--- src/rtl/cache_mem_arbiter_pkg.sv ---
`default_nettype none
// ---------------------------------------------------------------------------
// cache_mem_arbiter_pkg : bus widths and FSM/owner encodings for the arbiter
// Rev 1.0
// ---------------------------------------------------------------------------
package cache_mem_arbiter_pkg;

    localparam int CACHE_MEM_ADDR_W = 32;
    localparam int CACHE_MEM_DATA_W = 32;
    localparam int CACHE_MEM_BE_W   = CACHE_MEM_DATA_W / 8;

    typedef enum logic [1:0] {
        ST_IDLE   = 2'd0,
        ST_ISSUE  = 2'd1,
        ST_RDWAIT = 2'd2
    } arb_state_t;

    typedef enum logic {
        OWN_I = 1'b0,
        OWN_D = 1'b1
    } arb_owner_t;

endpackage
`default_nettype wire

--- src/rtl/cache_mem_arbiter_pick.sv ---
`default_nettype none
// ---------------------------------------------------------------------------
// rr_pick2 : two-request picker; remembers the last granted master
// Rev 1.0
// ---------------------------------------------------------------------------
module rr_pick2
    import cache_mem_arbiter_pkg::*;
#(
    parameter bit RR_EN = 1'b1
) (
    input  logic clk,
    input  logic rst_n,
    input  logic req_i,
    input  logic req_d,
    input  logic load,
    output logic pick
);

    logic r_last;

    // Ties go to the master not granted last time, or always to D without RR.
    always_comb begin
        pick = OWN_D;
        if (req_i && !req_d)
            pick = OWN_I;
        else if (req_i && req_d && RR_EN && (r_last == OWN_D))
            pick = OWN_I;
    end

    always_ff @(posedge clk or negedge rst_n) begin
        if (!rst_n)
            r_last <= OWN_D;
        else if (load)
            r_last <= pick;
    end

endmodule
`default_nettype wire

--- src/rtl/cache_mem_arbiter.sv ---
`default_nettype none
// ---------------------------------------------------------------------------
// cache_mem_arbiter : icache/dcache to main-memory arbiter, one txn in flight
// Rev 1.0
// ---------------------------------------------------------------------------
module cache_mem_arbiter
    import cache_mem_arbiter_pkg::*;
#(
    parameter bit RR_EN = 1'b1
) (
    input  logic                        clk,
    input  logic                        rst_n,
    input  logic [CACHE_MEM_ADDR_W-1:0] i_i_addr,
    input  logic [CACHE_MEM_BE_W-1:0]   i_i_byte_en,
    input  logic [CACHE_MEM_DATA_W-1:0] i_i_writedata,
    input  logic                        i_i_read,
    input  logic                        i_i_write,
    output logic [CACHE_MEM_DATA_W-1:0] o_i_readdata,
    output logic                        o_i_readdata_valid,
    output logic                        o_i_waitrequest,
    input  logic [CACHE_MEM_ADDR_W-1:0] i_d_addr,
    input  logic [CACHE_MEM_BE_W-1:0]   i_d_byte_en,
    input  logic [CACHE_MEM_DATA_W-1:0] i_d_writedata,
    input  logic                        i_d_read,
    input  logic                        i_d_write,
    output logic [CACHE_MEM_DATA_W-1:0] o_d_readdata,
    output logic                        o_d_readdata_valid,
    output logic                        o_d_waitrequest,
    output logic [CACHE_MEM_ADDR_W-1:0] o_m_addr,
    output logic [CACHE_MEM_BE_W-1:0]   o_m_byte_en,
    output logic [CACHE_MEM_DATA_W-1:0] o_m_writedata,
    output logic                        o_m_read,
    output logic                        o_m_write,
    input  logic [CACHE_MEM_DATA_W-1:0] i_m_readdata,
    input  logic                        i_m_readdata_valid,
    input  logic                        i_m_waitrequest,
    output logic                        o_err
);

    arb_state_t r_state;
    arb_owner_t r_owner;
    logic       r_err;

    logic w_any_i;
    logic w_any_d;
    logic w_pick;
    logic w_load;
    logic w_issue;
    logic w_busy;
    logic w_own_d;
    logic w_own_rd;
    logic w_own_wr;
    logic w_accept;

    assign w_any_i  = i_i_read | i_i_write;
    assign w_any_d  = i_d_read | i_d_write;
    assign w_issue  = (r_state == ST_ISSUE);
    assign w_busy   = w_issue | (r_state == ST_RDWAIT);
    assign w_own_d  = (r_owner == OWN_D);
    assign w_own_rd = w_own_d ? i_d_read  : i_i_read;
    assign w_own_wr = w_own_d ? i_d_write : i_i_write;
    assign w_accept = w_issue & (w_own_rd | w_own_wr) & ~i_m_waitrequest;
    assign w_load   = (r_state == ST_IDLE) & (w_any_i | w_any_d);

    rr_pick2 #(
        .RR_EN (RR_EN)
    ) u_pick (
        .clk   (clk),
        .rst_n (rst_n),
        .req_i (w_any_i),
        .req_d (w_any_d),
        .load  (w_load),
        .pick  (w_pick)
    );

    assign o_m_addr      = w_own_d ? i_d_addr      : i_i_addr;
    assign o_m_byte_en   = w_own_d ? i_d_byte_en   : i_i_byte_en;
    assign o_m_writedata = w_own_d ? i_d_writedata : i_i_writedata;
    assign o_m_read      = w_issue & w_own_rd;
    assign o_m_write     = w_issue & w_own_wr;

    // Only the owner in ISSUE ever sees memory's stall; everyone else is held.
    assign o_i_waitrequest = ~(w_issue & ~w_own_d) | i_m_waitrequest;
    assign o_d_waitrequest = ~(w_issue &  w_own_d) | i_m_waitrequest;

    assign o_i_readdata       = w_own_d ? '0 : i_m_readdata;
    assign o_d_readdata       = w_own_d ? i_m_readdata : '0;
    assign o_i_readdata_valid = ~w_own_d & w_busy & i_m_readdata_valid;
    assign o_d_readdata_valid =  w_own_d & w_busy & i_m_readdata_valid;

    assign o_err = r_err;

    always_ff @(posedge clk or negedge rst_n) begin
        if (!rst_n) begin
            r_state <= ST_IDLE;
            r_owner <= OWN_I;
            r_err   <= 1'b0;
        end else begin
            case (r_state)
                ST_IDLE: begin
                    if (i_m_readdata_valid)
                        r_err <= 1'b1;
                    if (w_any_i | w_any_d) begin
                        r_owner <= arb_owner_t'(w_pick);
                        r_state <= ST_ISSUE;
                    end
                end
                ST_ISSUE: begin
                    if (i_m_readdata_valid && !(w_accept && w_own_rd))
                        r_err <= 1'b1;
                    if (!(w_own_rd | w_own_wr))
                        r_state <= ST_IDLE;
                    else if (w_accept)
                        r_state <= (w_own_rd && !i_m_readdata_valid) ? ST_RDWAIT : ST_IDLE;
                end
                ST_RDWAIT: begin
                    if (i_m_readdata_valid)
                        r_state <= ST_IDLE;
                end
                default: r_state <= ST_IDLE;
            endcase
        end
    end

endmodule
`default_nettype wire

--- config.mk ---
export PLATFORM = sky130hd
export DESIGN_NAME = cache_mem_arbiter
export DESIGN_NICKNAME = d
export VERILOG_FILES = /design/src/rtl/cache_mem_arbiter_pkg.sv /design/src/rtl/cache_mem_arbiter_pick.sv /design/src/rtl/cache_mem_arbiter.sv
export SDC_FILE = /design/constraint.sdc
export NUM_CORES = 1
export LEC_CHECK = 0
export ABC_AREA = 1
export CORE_AREA = 4 4 121 123
export DETAILED_ROUTE_END_ITERATION = 10
export DIE_AREA = 0 0 125 127
export GPL_TIMING_DRIVEN = 0
export PLACE_DENSITY_LB_ADDON = 0.08
export SKIP_CTS_REPAIR_TIMING = 1
export SLEW_MARGIN = 10
export SYNTH_ARGS = -nofsm -noshare
export SYNTH_HDL_FRONTEND = slang
export SYNTH_SLANG_ARGS = --single-unit
--- constraint.sdc ---
create_clock -name clk -period 1.8 [get_ports clk]
set_clock_uncertainty 0.2 [all_clocks]
set_input_delay 0.18 -clock clk [delete_from_list [all_inputs] [get_ports clk]]
set_output_delay 0.18 -clock clk [all_outputs]
set_load 0.1 [all_outputs]
* Word-level counts from Yosys, hierarchy flattened
Cells that the tools add are included.
** Storage, ports and cells
- Bits in registers :: 5
- Bits of input ports :: 176
** Operators by class
- Equal/unequal tests :: 7
- Multiplexer cells :: 18
- Bitwise operators :: 22
- Reduce and logical (&&, ||, !) cells :: 14
** Operators by type and width (number)
- $mux 32 :: 4
- $and 1x1->1 :: 11
- $mux 2 :: 5
- $or 1x1->1 :: 7
- $logic_and 1x1->1 :: 6
- $mux 1 :: 6
- $pmux 2 s3 :: 1
- $reduce_and 3->1 :: 2
- $mux 4 :: 1
- $ne 2x1->1 const B :: 2
- $ne 2x2->1 const B :: 2
- $not 1->1 :: 4
- $logic_not 1->1 :: 3
- $ne 3x3->1 const B :: 1
- $eq 2x1->1 const B :: 1
- $eq 2x2->1 const B :: 1
- $logic_not 2->1 :: 1
- $pmux 1 s2 :: 1
- $reduce_and 2->1 :: 1
- $reduce_bool 2->1 :: 1

* Longest topological paths before layout
Gate-level depths: netlist of run 1.
- Depth in word-level cells :: 9
- Gate-level depth with buffers :: 8
- Mapped depth without buffers :: 8

* Cells and area by module
Synthesis of run 1 repeated with hierarchy kept, for this count alone.
** Unflattened totals
- Cells, all modules :: 420
- Area total of the unflattened synthesis :: 1766.7 um^2
** By module, submodules not included
- cache_mem_arbiter :: instances 1, cells an instance 413, area an instance 1715.4 um^2
- rr_pick2 :: instances 1, cells an instance 7, area an instance 51.3 um^2

* Least setup slack after synthesis of run 1
OpenSTA, ideal clock, no wires.
- Kind :: reg-to-output
- Start point :: reg r_state[0]
- End point :: out o_d_readdata_valid
- Arrival time :: 2.788 ns
- Data required time :: 1.420 ns
- Setup slack :: -1.368 ns
- Stages on the path, launching flop included :: 5
- Buffers on the path :: 0
- Cell sequence :: dfrtp_1 inv_1 ha_1 inv_1 nor3_1
** On the way
- Longest elaborated chain between the ends :: 4
- Elaborated cells between the ends (all ways) :: 5
** RTL lines
- start, declared :: line cache_mem_arbiter.sv:40 : arb_state_t r_state;
- start signal, assigned :: line cache_mem_arbiter.sv:114 : r_state <= (w_own_rd && !i_m_readdata_valid) ? ST_RDWAIT : ST_IDLE;
- $eq 2x1->1 / $eq 2x2->1 (equally long branches) :: line cache_mem_arbiter.sv:57, cache_mem_arbiter.sv:58
- $or 1x1->1 * :: line cache_mem_arbiter.sv:58 : assign w_busy = w_issue | (r_state == ST_RDWAIT);
- $and 1x1->1 * (2 in series) :: line cache_mem_arbiter.sv:89 : assign o_d_readdata_valid = w_own_d & w_busy & i_m_readdata_valid;
- end, declared :: line cache_mem_arbiter.sv:27 : output logic o_d_readdata_valid,
Mark *: on every way between the ends. The rest lies on a longest branch, timed or not.

* Worst setup path in the final report of run 1
- Start point :: reg r_owner
- End point :: out o_i_readdata[4]
** On the way
- Longest elaborated chain between the ends :: 1
** RTL lines
- start, declared :: line cache_mem_arbiter.sv:41 : arb_owner_t r_owner;
- start signal, assigned :: line cache_mem_arbiter.sv:104 : r_owner <= arb_owner_t'(w_pick);
- $mux 32 :: line cache_mem_arbiter.sv:86 : assign o_i_readdata = w_own_d ? '0 : i_m_readdata;
- end, declared :: line cache_mem_arbiter.sv:18 : output logic [CACHE_MEM_DATA_W-1:0] o_i_readdata,
No other way between the ends.

==> results of run 1 <==
## Yosys cell counts (3+ instances only)
cell type | number | area share [%]
buf_2 | 12 | 3.4
buf_4 | 5 | 2.1
clkbuf_1 | 5 | 1.1
dfrtp_1 | 4 | 5.7
ha_1 | 4 | 2.8
inv_1 | 75 | 16
inv_2 | 5 | 1.1
nand2_1 | 251 | 54
nand3_1 | 6 | 1.7
nor2_1 | 37 | 7.9
nor3_1 | 3 | 0.85
o21ai_0 | 4 | 1.1
## area by class of cell
| cell class | instances | area (µm²) |
|---|---|---|
| fill | 1396 | 7353 |
| timing repair buffer | 317 | 3854 |
| multi-input combinational | 308 | 1555 |
| inverter | 80 | 302.8 |
| tap | 180 | 225.2 |
| buffer | 22 | 170.2 |
| sequential | 5 | 126.4 |
| clock buffer | 4 | 78.83 |
## worst paths after layout
check / from / end / slack (ns) / depth (start not counted)
max: r_owner$_DFFE_PN0P_ / o_i_readdata[4] / -0.12 / 5
max in group asynchronous: rst_n / u_pick.r_last$_DFFE_PN1P_ / 1.11 / 1
min: rst_n / o_err$_DFFE_PN0P_ / 0.008 / 1
min in group clk: o_err$_DFFE_PN0P_ / o_err$_DFFE_PN0P_ / 0.27 / 1
min reg2reg: o_err$_DFFE_PN0P_ / o_err$_DFFE_PN0P_ / 0.27 / 1
max reg2reg: r_owner$_DFFE_PN0P_ / r_state[1]$_DFFE_PN0P_ / 0.31 / 9
## state kept, by name, indices dropped and copies added, names as in the netlist
name           count
o_err              1
r_owner            1
r_state            2
u_pick.r_last      1
## critical path: cells and delay by family, from the launching register on
| family | cells | cell delay (ns) |
|---|---|---|
| DFF | 1 | 0.41 |
| and+or+nand+nor | 1 | 0.19 |
| buffers and inverters | 4 | 0.71 |
## logic make-up after synthesis
family,share of synthesized area [%]
and+or+nand+nor,64.41
buffers and inverters,23.70
AOI/OAI and AO/OA,1.850
adders and majority gates,2.847
DFF,7.189
## per-stage QoR
| stage | util [%] | std cells |
|---|---|---|
| floorplan | - | 415 |
| global placement | 39.38 | 909 |
| detailed placement | 39.38 | 909 |
| CTS | 39.96 | 913 |
| global route | 46.19 | 916 |
| finish | 46.19 | 916 |
## metal layers
metal	routed length (µm)	vias up
li1	-	1803
met1	4494	1521
met2	7341	208
met3	1612	18
met4	269	0
met5	0	-
==> reports/metrics.yaml, run 1 <==
synth_cell_type_count: 16
critPathArrivalTime_ns: 1.54
ys_async_sr_fraction_pct: 100.0
status: "finished with violations"
synth.avg_cell_area_um2: 4.236
ys.flop_type: "dfrtp_1"
fin_setup_tns_ns: -5.172
syn2layout_area_growth_pct: 259.1
die_x_um: 125
cts_sinks: 5
coreArea_um2: 13670
dr.pass1.iters: 4
synth_edf_count: 0
syn_nets: 595
drt_iter0_markers: 53
clk_pin_slew_ns: 0.03
post-place-ws_ns: -0.9495
slowest_delay_ns: 0.41
rsz0062_at_grt: "true"
grtUsageTotal_pct: 15.24
grt_pass1_vias: 3488
io_pins: 315
die-area_um2: 15880
grt_max_degree: 11
root_buffer: "clkbuf_16"
dpl_cell_area_um2: 5381
startpoint_type: "register"
final_hold_viol_count: 0
h-tree-depth: 1
wirelength_um: 13720
cp_common_cell: "buf_6"
die_h_um: 127
final_max_slew_viol_count: 0
timing.fmax_mhz: 520.9
cap_violations: 0
synth_cells: 415
finalWorstSetupSlack_ns: -0.1199
dp_hpwl_um: 11750
met1_usage_pct: 14.61
cts_buffers: 3
grt_use_met2_pct: 29.17
numPortBuffers: 314
setup_viol_count_final: 79
fin_crit_sh_pct: 106.7
syn_area_um2: 1758
final_common_cell: "nand2_1"
routedWlPerCell_um: 14.97
required_ns: 1.42
ys_ff_latch: 5
ys_seq_area_share_pct: 7.189
clkLatencyLatePin_ns: 0.22
grt_pass1_wl_um: 19420
rows: 43
worst-path-max-fanout: 10
num-nets-final: 917
path_class: "reg2out"
drc: 0
antenna_cells: 0
grtUsageMet3_pct: 7.734
path_cells: "buf_6, buf_6, buf_4, nor2_2, buf_12"
hp-class: "in2async"
antenna_left: 0
period_needed_ns: 1.920
final_area_um2: 6312
slew_headroom_pct: 34.81
max_slew.worst_pin.slew_ns: 0.9763
start_util_pct: 12.86
layout-drive-gt1-share_pct: 35.87
busiest_layer: "met2"
vias: 3550
hold_slack_ns: 0.008212
synth-warning-count: 0
violations: "setup timing"
cts_buffer_depth: 2
finalWeightedCongestion: 0.8540
final_cell_mix: "nand2_1 (201), clkdlybuf4s50_1 (175), inv_1 (73), buf_12 (62), buf_6 (58)"
grt-ovfl-total: 0
cts_tree: "done"
antenna_found_initial: 0
critPathCaptureType: "primary output"
slowest_stage: "dfrtp_1"
viasPerCell: 3.876
Power of run 1 is not shown: default switching activity piles up to over one toggle a cycle in this logic, so the estimate is an artifact.
==> run 2: changes to the inputs <==
CORE_AREA = 5 5 119 121   (was 4 4 121 123)
CTS_BUF_LIST = sky130_fd_sc_hd__clkbuf_8   (was unset)
DIE_AREA = 0 0 124 126   (was 0 0 125 127)
SLEW_MARGIN = 20   (was 10)
==> reports/metrics.yaml, run 2 (synthesis gave the netlist of run 1 again) <==
final_hold_viol_count: 2  # +2
antenna_cells: 0  # unchanged
highest_layer: "met4"
grt_max_degree: 11  # unchanged
fin_crit_sh_pct: 111.1  # +4.4 points
viasPerCell: 3.875  # about the same
cap_violations: 0  # unchanged
start_util_pct: 13.54  # +0.68 points
final_area_um2: 5842  # -7.5%
wl_met3_um: 1712  # +6.2%
final_max_slew_viol_count: 0  # unchanged
startpoint_type: "register"
antenna_found_initial: 0  # unchanged
period_needed_ns: 2.000  # +0.07966 ns
clkLatencyLatePin_ns: 0.23  # about the same
final_cell_mix: "nand2_1 (199), clkdlybuf4s50_1 (175), inv_1 (63), buf_6 (57), nand2_2 (53)"
hp-class: "in2async"
violations: "hold timing, setup timing"
dp_hpwl_um: 12310  # +4.7%
h-tree-depth: 1  # unchanged
routedWlPerCell_um: 15.35  # +2.5%
root_buffer: "clkbuf_8"
critPathCaptureType: "primary output"
finalWeightedCongestion: 0.8168  # -4.4%
cts_buffers: 3  # unchanged
required_ns: 1.42  # about the same
wirelength_um: 13950  # +1.7%
cts_tree: "done"
worst-path-stages: 5  # unchanged
wl_met2_um: 7572  # +3.1%
cts_buffer_depth: 2  # unchanged
num-nets-final: 914  # -0.33%
critPathLaunch: "r_owner$_DFFE_PN0P_"
antenna_left: 0  # unchanged
clk_pin_slew_ns: 0.04  # about the same
largest_reg_flops: 2  # unchanged
worst-path-max-fanout: 10  # unchanged
vias: 3522  # -0.79%
reg2reg_slack_ns: 0.28  # -0.03 ns
drc: 0  # unchanged
finalNonFillerCells: 909  # -0.76%
finalWorstSetupSlack_ns: -0.1995  # -0.07966 ns
critPathArrivalTime_ns: 1.62  # +0.08 ns
die_x_um: 124  # -0.80%
layout-drive-gt1-share_pct: 37.11  # +1.2 points
dr.pass1.iters: 4  # unchanged
die-area_um2: 15620  # -1.6%
slowest_delay_ns: 0.38  # -0.03 ns
slowest_stage: "dfrtp_1"
largest_register: "r_state"
drt_iter0_markers: 74  # +40%
final_common_cell: "nand2_1"
grt-ovfl-total: 0  # unchanged
syn2layout_area_growth_pct: 232.3
timing.fmax_mhz: 500.1  # -4.0%
ff2ff_path_depth: 5  # -4
coreArea_um2: 12980  # -5.0%
critPathBufInv: 3  # -1
critPathCapture: "o_m_addr[3]"
die_h_um: 126  # -0.79%
grt_pass1_wl_um: 19700  # +1.5%
placedCellCount: 905  # -0.44%
wl_met1_um: 4589  # +2.1%
hold_slack_ns: -0.004990  # -0.01320 ns
cts_sinks: 5  # unchanged
nFillCells: 1314  # -5.9%
io_pins: 315  # unchanged
cp_top_family: "buffers and inverters"
numPortBuffers: 314  # unchanged
cp_common_cell: "nand2_1"
max_slew.worst_pin.slew_ns: 0.9686  # -0.007651 ns
status: "finished with violations"
slew_headroom_pct: 35.32  # +0.51 points
rsz0062_at_grt: "true"
r2r-end: "o_err$_DFFE_PN0P_"
grt_pass1_vias: 3529  # +1.2%
path_class: "reg2out"
setup_viol_count_final: 66  # -16%
grtUsageTotal_pct: 16.30  # +1.1 points
crit-reg2reg-launch: "r_state[1]$_DFFE_PN0P_"
dpl_cell_area_um2: 5376  # about the same
path_cells: "inv_2, buf_2, nand2_1, nand2_1, clkbuf_4"
rows: 42  # -2.3%
[run 2: cell types whose count changed in the layout (fill, tap and decap cells not counted), sizes merged]
cell,delta
inv,+1
clkbuf,+21
buf,-25
[run 2: worst min path at each step]
stage          slack, ns           endpoint  startpoint
3_5_place_dp        0.25  o_err$_DFFE_PN0P_       rst_n
4_1_cts            0.009  o_err$_DFFE_PN0P_       rst_n
5_1_grt             0.02  o_err$_DFFE_PN0P_       rst_n
6_report          -0.005  o_err$_DFFE_PN0P_       rst_n
3_3_place_gp        0.24  o_err$_DFFE_PN0P_       rst_n
2_1_floorplan      -0.32  o_err$_DFFE_PN0P_       rst_n
[run 2: stage by stage]
stage / setup TNS (ns) / hold WS [ns] / util [%] / setup WS (ns)
6_report: -7.398 / -0.004990 / 45.01 / -0.1995
3_5_place_dp: -114.79 / 0.2495 / 41.42 / -0.9288
3_3_place_gp: -111.72 / 0.2361 / 41.42 / -0.9077
5_1_grt: -18.22 / 0.01793 / 45.01 / -0.3103
2_1_floorplan: -8.982 / -0.3156 / - / -0.2841
4_1_cts: -148.13 / 0.009170 / 41.77 / -1.169
[run 2: layout make-up]
type	count	area [µm²]	share of cell area, %
repair buffers	314	3458	59.20
multi-input cells	308	1500	25.68
flip-flops and latches	5	126.4	2.163
clock inverters	1	3.754	0.06425
inverters	80	300.3	5.140
plain buffers	22	191.4	3.277
well taps	176	220.2	3.770
clock buffers	3	41.29	0.7068
[run 2: per-layer routing]
layer | vias to the layer above | track usage (%)
met1 | 1515 | 16.46
met5 | - | 0
met3 | 6 | 6.771
met2 | 195 | 31.94
met4 | 0 | 1.160
li1 | 1806 | -
Power of run 2 is left out for the same reason.
==> run 3: changes to the inputs <==
CORE_AREA = 5 5 118 120   (was 5 5 119 121)
DIE_AREA = 0 0 123 125   (was 0 0 124 126)
clock period = 1.64 ns   (was 1.8 ns; I/O delays follow)
==> reports/metrics.yaml, run 3 (synthesis gave the netlist of run 1 again) <==
largest_register: "r_state"
rows: 42  # unchanged
grt_pass1_wl_um: 19930  # +1.2%
h-tree-depth: 1  # unchanged
path_class: "reg2out"
grt_use_met2_pct: 32.13  # +0.19 points
fin_crit_sh_pct: 110.4
finalWorstSetupSlack_ns: -0.1704  # +0.02914 ns
syn2layout_area_growth_pct: 278.9
reg2reg_slack_ns: 0.15  # -0.13 ns
num-nets-final: 915  # +0.11%
antenna_found_initial: 0  # unchanged
max_slew.worst_pin.slew_ns: 0.9737  # +0.005059 ns
cap_violations: 0  # unchanged
grtUsageTotal_pct: 16.45  # +0.15 points
clk_pin_slew_ns: 0.04  # about the same
root_buffer: "clkbuf_8"
drt_iter0_markers: 63  # -15%
worst-path-max-fanout: 10  # unchanged
final_common_cell: "clkdlybuf4s50_1"
routedWlPerCell_um: 15.21  # -0.88%
period_needed_ns: 1.810
busiest_layer: "met2"
r2r-end: "r_state[0]$_DFFE_PN0P_"
io_pins: 315  # unchanged
setup_viol_count_final: 139  # +110%
cts_sinks: 5  # unchanged
ff2ff_path_depth: 8  # +3
finalWeightedCongestion: 0.8139  # -0.36%
critPathCaptureType: "primary output"
fin_setup_tns_ns: -14.97  # -7.567 ns
required_ns: 1.28  # -0.14 ns
finalNonFillerCells: 910  # +0.11%
startpoint_type: "register"
grt_pass1_vias: 3588  # +1.7%
grt-ovfl-total: 0  # unchanged
placedCellCount: 905  # unchanged
start_util_pct: 13.65  # +0.11 points
hp-class: "in2async"
grtUsageMet3_pct: 6.685  # -0.087 points
drc: 0  # unchanged
cts_buffers: 3  # unchanged
timing.fmax_mhz: 552.4
wirelength_um: 13840  # -0.77%
crit-reg2reg-launch: "r_owner$_DFFE_PN0P_"
clkLatencyLatePin_ns: 0.22  # about the same
numPortBuffers: 314  # unchanged
path_cells: "buf_6, buf_12, buf_12, nand2_2, clkinvlp_4, buf_12"
vias: 3554  # +0.91%
layout-drive-gt1-share_pct: 45.50  # +8.4 points
cts_buffer_depth: 2  # unchanged
met1_usage_pct: 15.97  # -0.49 points
final_cell_mix: "clkdlybuf4s50_1 (175), nand2_1 (160), nand2_2 (89), buf_6 (53), buf_12 (49)"
cp_common_cell: "buf_12"
violations: "hold timing, setup timing"
die_x_um: 123  # -0.81%
slew_headroom_pct: 34.98  # -0.34 points
coreArea_um2: 12870  # -0.81%
antenna_left: 0  # unchanged
largest_reg_flops: 2  # unchanged
status: "finished with violations"
viasPerCell: 3.905  # +0.80%
slowest_stage: "dfrtp_2"
final_hold_viol_count: 4  # +2
critPathBufInv: 5  # +2
slowest_delay_ns: 0.43  # +0.05 ns
nFillCells: 1244  # -5.3%
antenna_cells: 0  # unchanged
cp_top_family: "buffers and inverters"
final_max_slew_viol_count: 0  # unchanged
dr.pass1.iters: 4  # unchanged
rsz0062_at_grt: "true"
cts_tree: "done"
critPathArrivalTime_ns: 1.45  # -0.17 ns
die_h_um: 125  # -0.79%
die-area_um2: 15380  # -1.6%
grt_max_degree: 11  # unchanged
fin_util_pct: 51.73  # +6.7 points
hold_slack_ns: -0.01393  # -0.008939 ns
dp_hpwl_um: 12250  # -0.45%
-- run 3: how the worst max path moves through the flow --
stage | start | to | slack, ns | cells after the start
after detailed placement | r_owner$_DFFE_PN0P_ | o_m_addr[18] | -1.12 | 5
after global routing | r_owner$_DFFE_PN0P_ | o_d_readdata[19] | -0.24 | 6
after CTS | r_owner$_DFFE_PN0P_ | o_m_addr[18] | -1.35 | 5
final | r_owner$_DFFE_PN0P_ | o_d_readdata[19] | -0.17 | 6
after floorplan | r_state[0]$_DFFE_PN0P_ | o_d_readdata_valid | -0.23 | 4
after global placement | r_owner$_DFFE_PN0P_ | o_m_addr[16] | -1.09 | 5
-- run 3: through the flow --
stage	setup slack, ns	cell area [µm²]
after global routing	-0.2376	6660
final	-0.1704	6660
after CTS	-1.347	5873
after global placement	-1.089	5828
after floorplan	-0.2289	2465
after detailed placement	-1.116	5828
-- run 3: final cells by class --
| class | instances | area, µm² | share of cell area (%) |
|---|---|---|---|
| sequential | 5 | 127.6 | 1.916 |
| inverter | 80 | 414.1 | 6.218 |
| clock inverter | 1 | 3.754 | 0.05636 |
| multi-input combinational | 308 | 1753 | 26.32 |
| clock buffer | 3 | 41.29 | 0.6200 |
| tap | 176 | 220.2 | 3.306 |
| timing repair buffer | 315 | 3850 | 57.81 |
| buffer | 22 | 250.2 | 3.757 |
-- run 3: per-layer routing --
layer	wire length [µm]	vias up
met2	7572	183
li1	-	1807
met3	1622	12
met1	4389	1552
met5	0	-
met4	260	0
Power of run 3 is left out for the same reason.
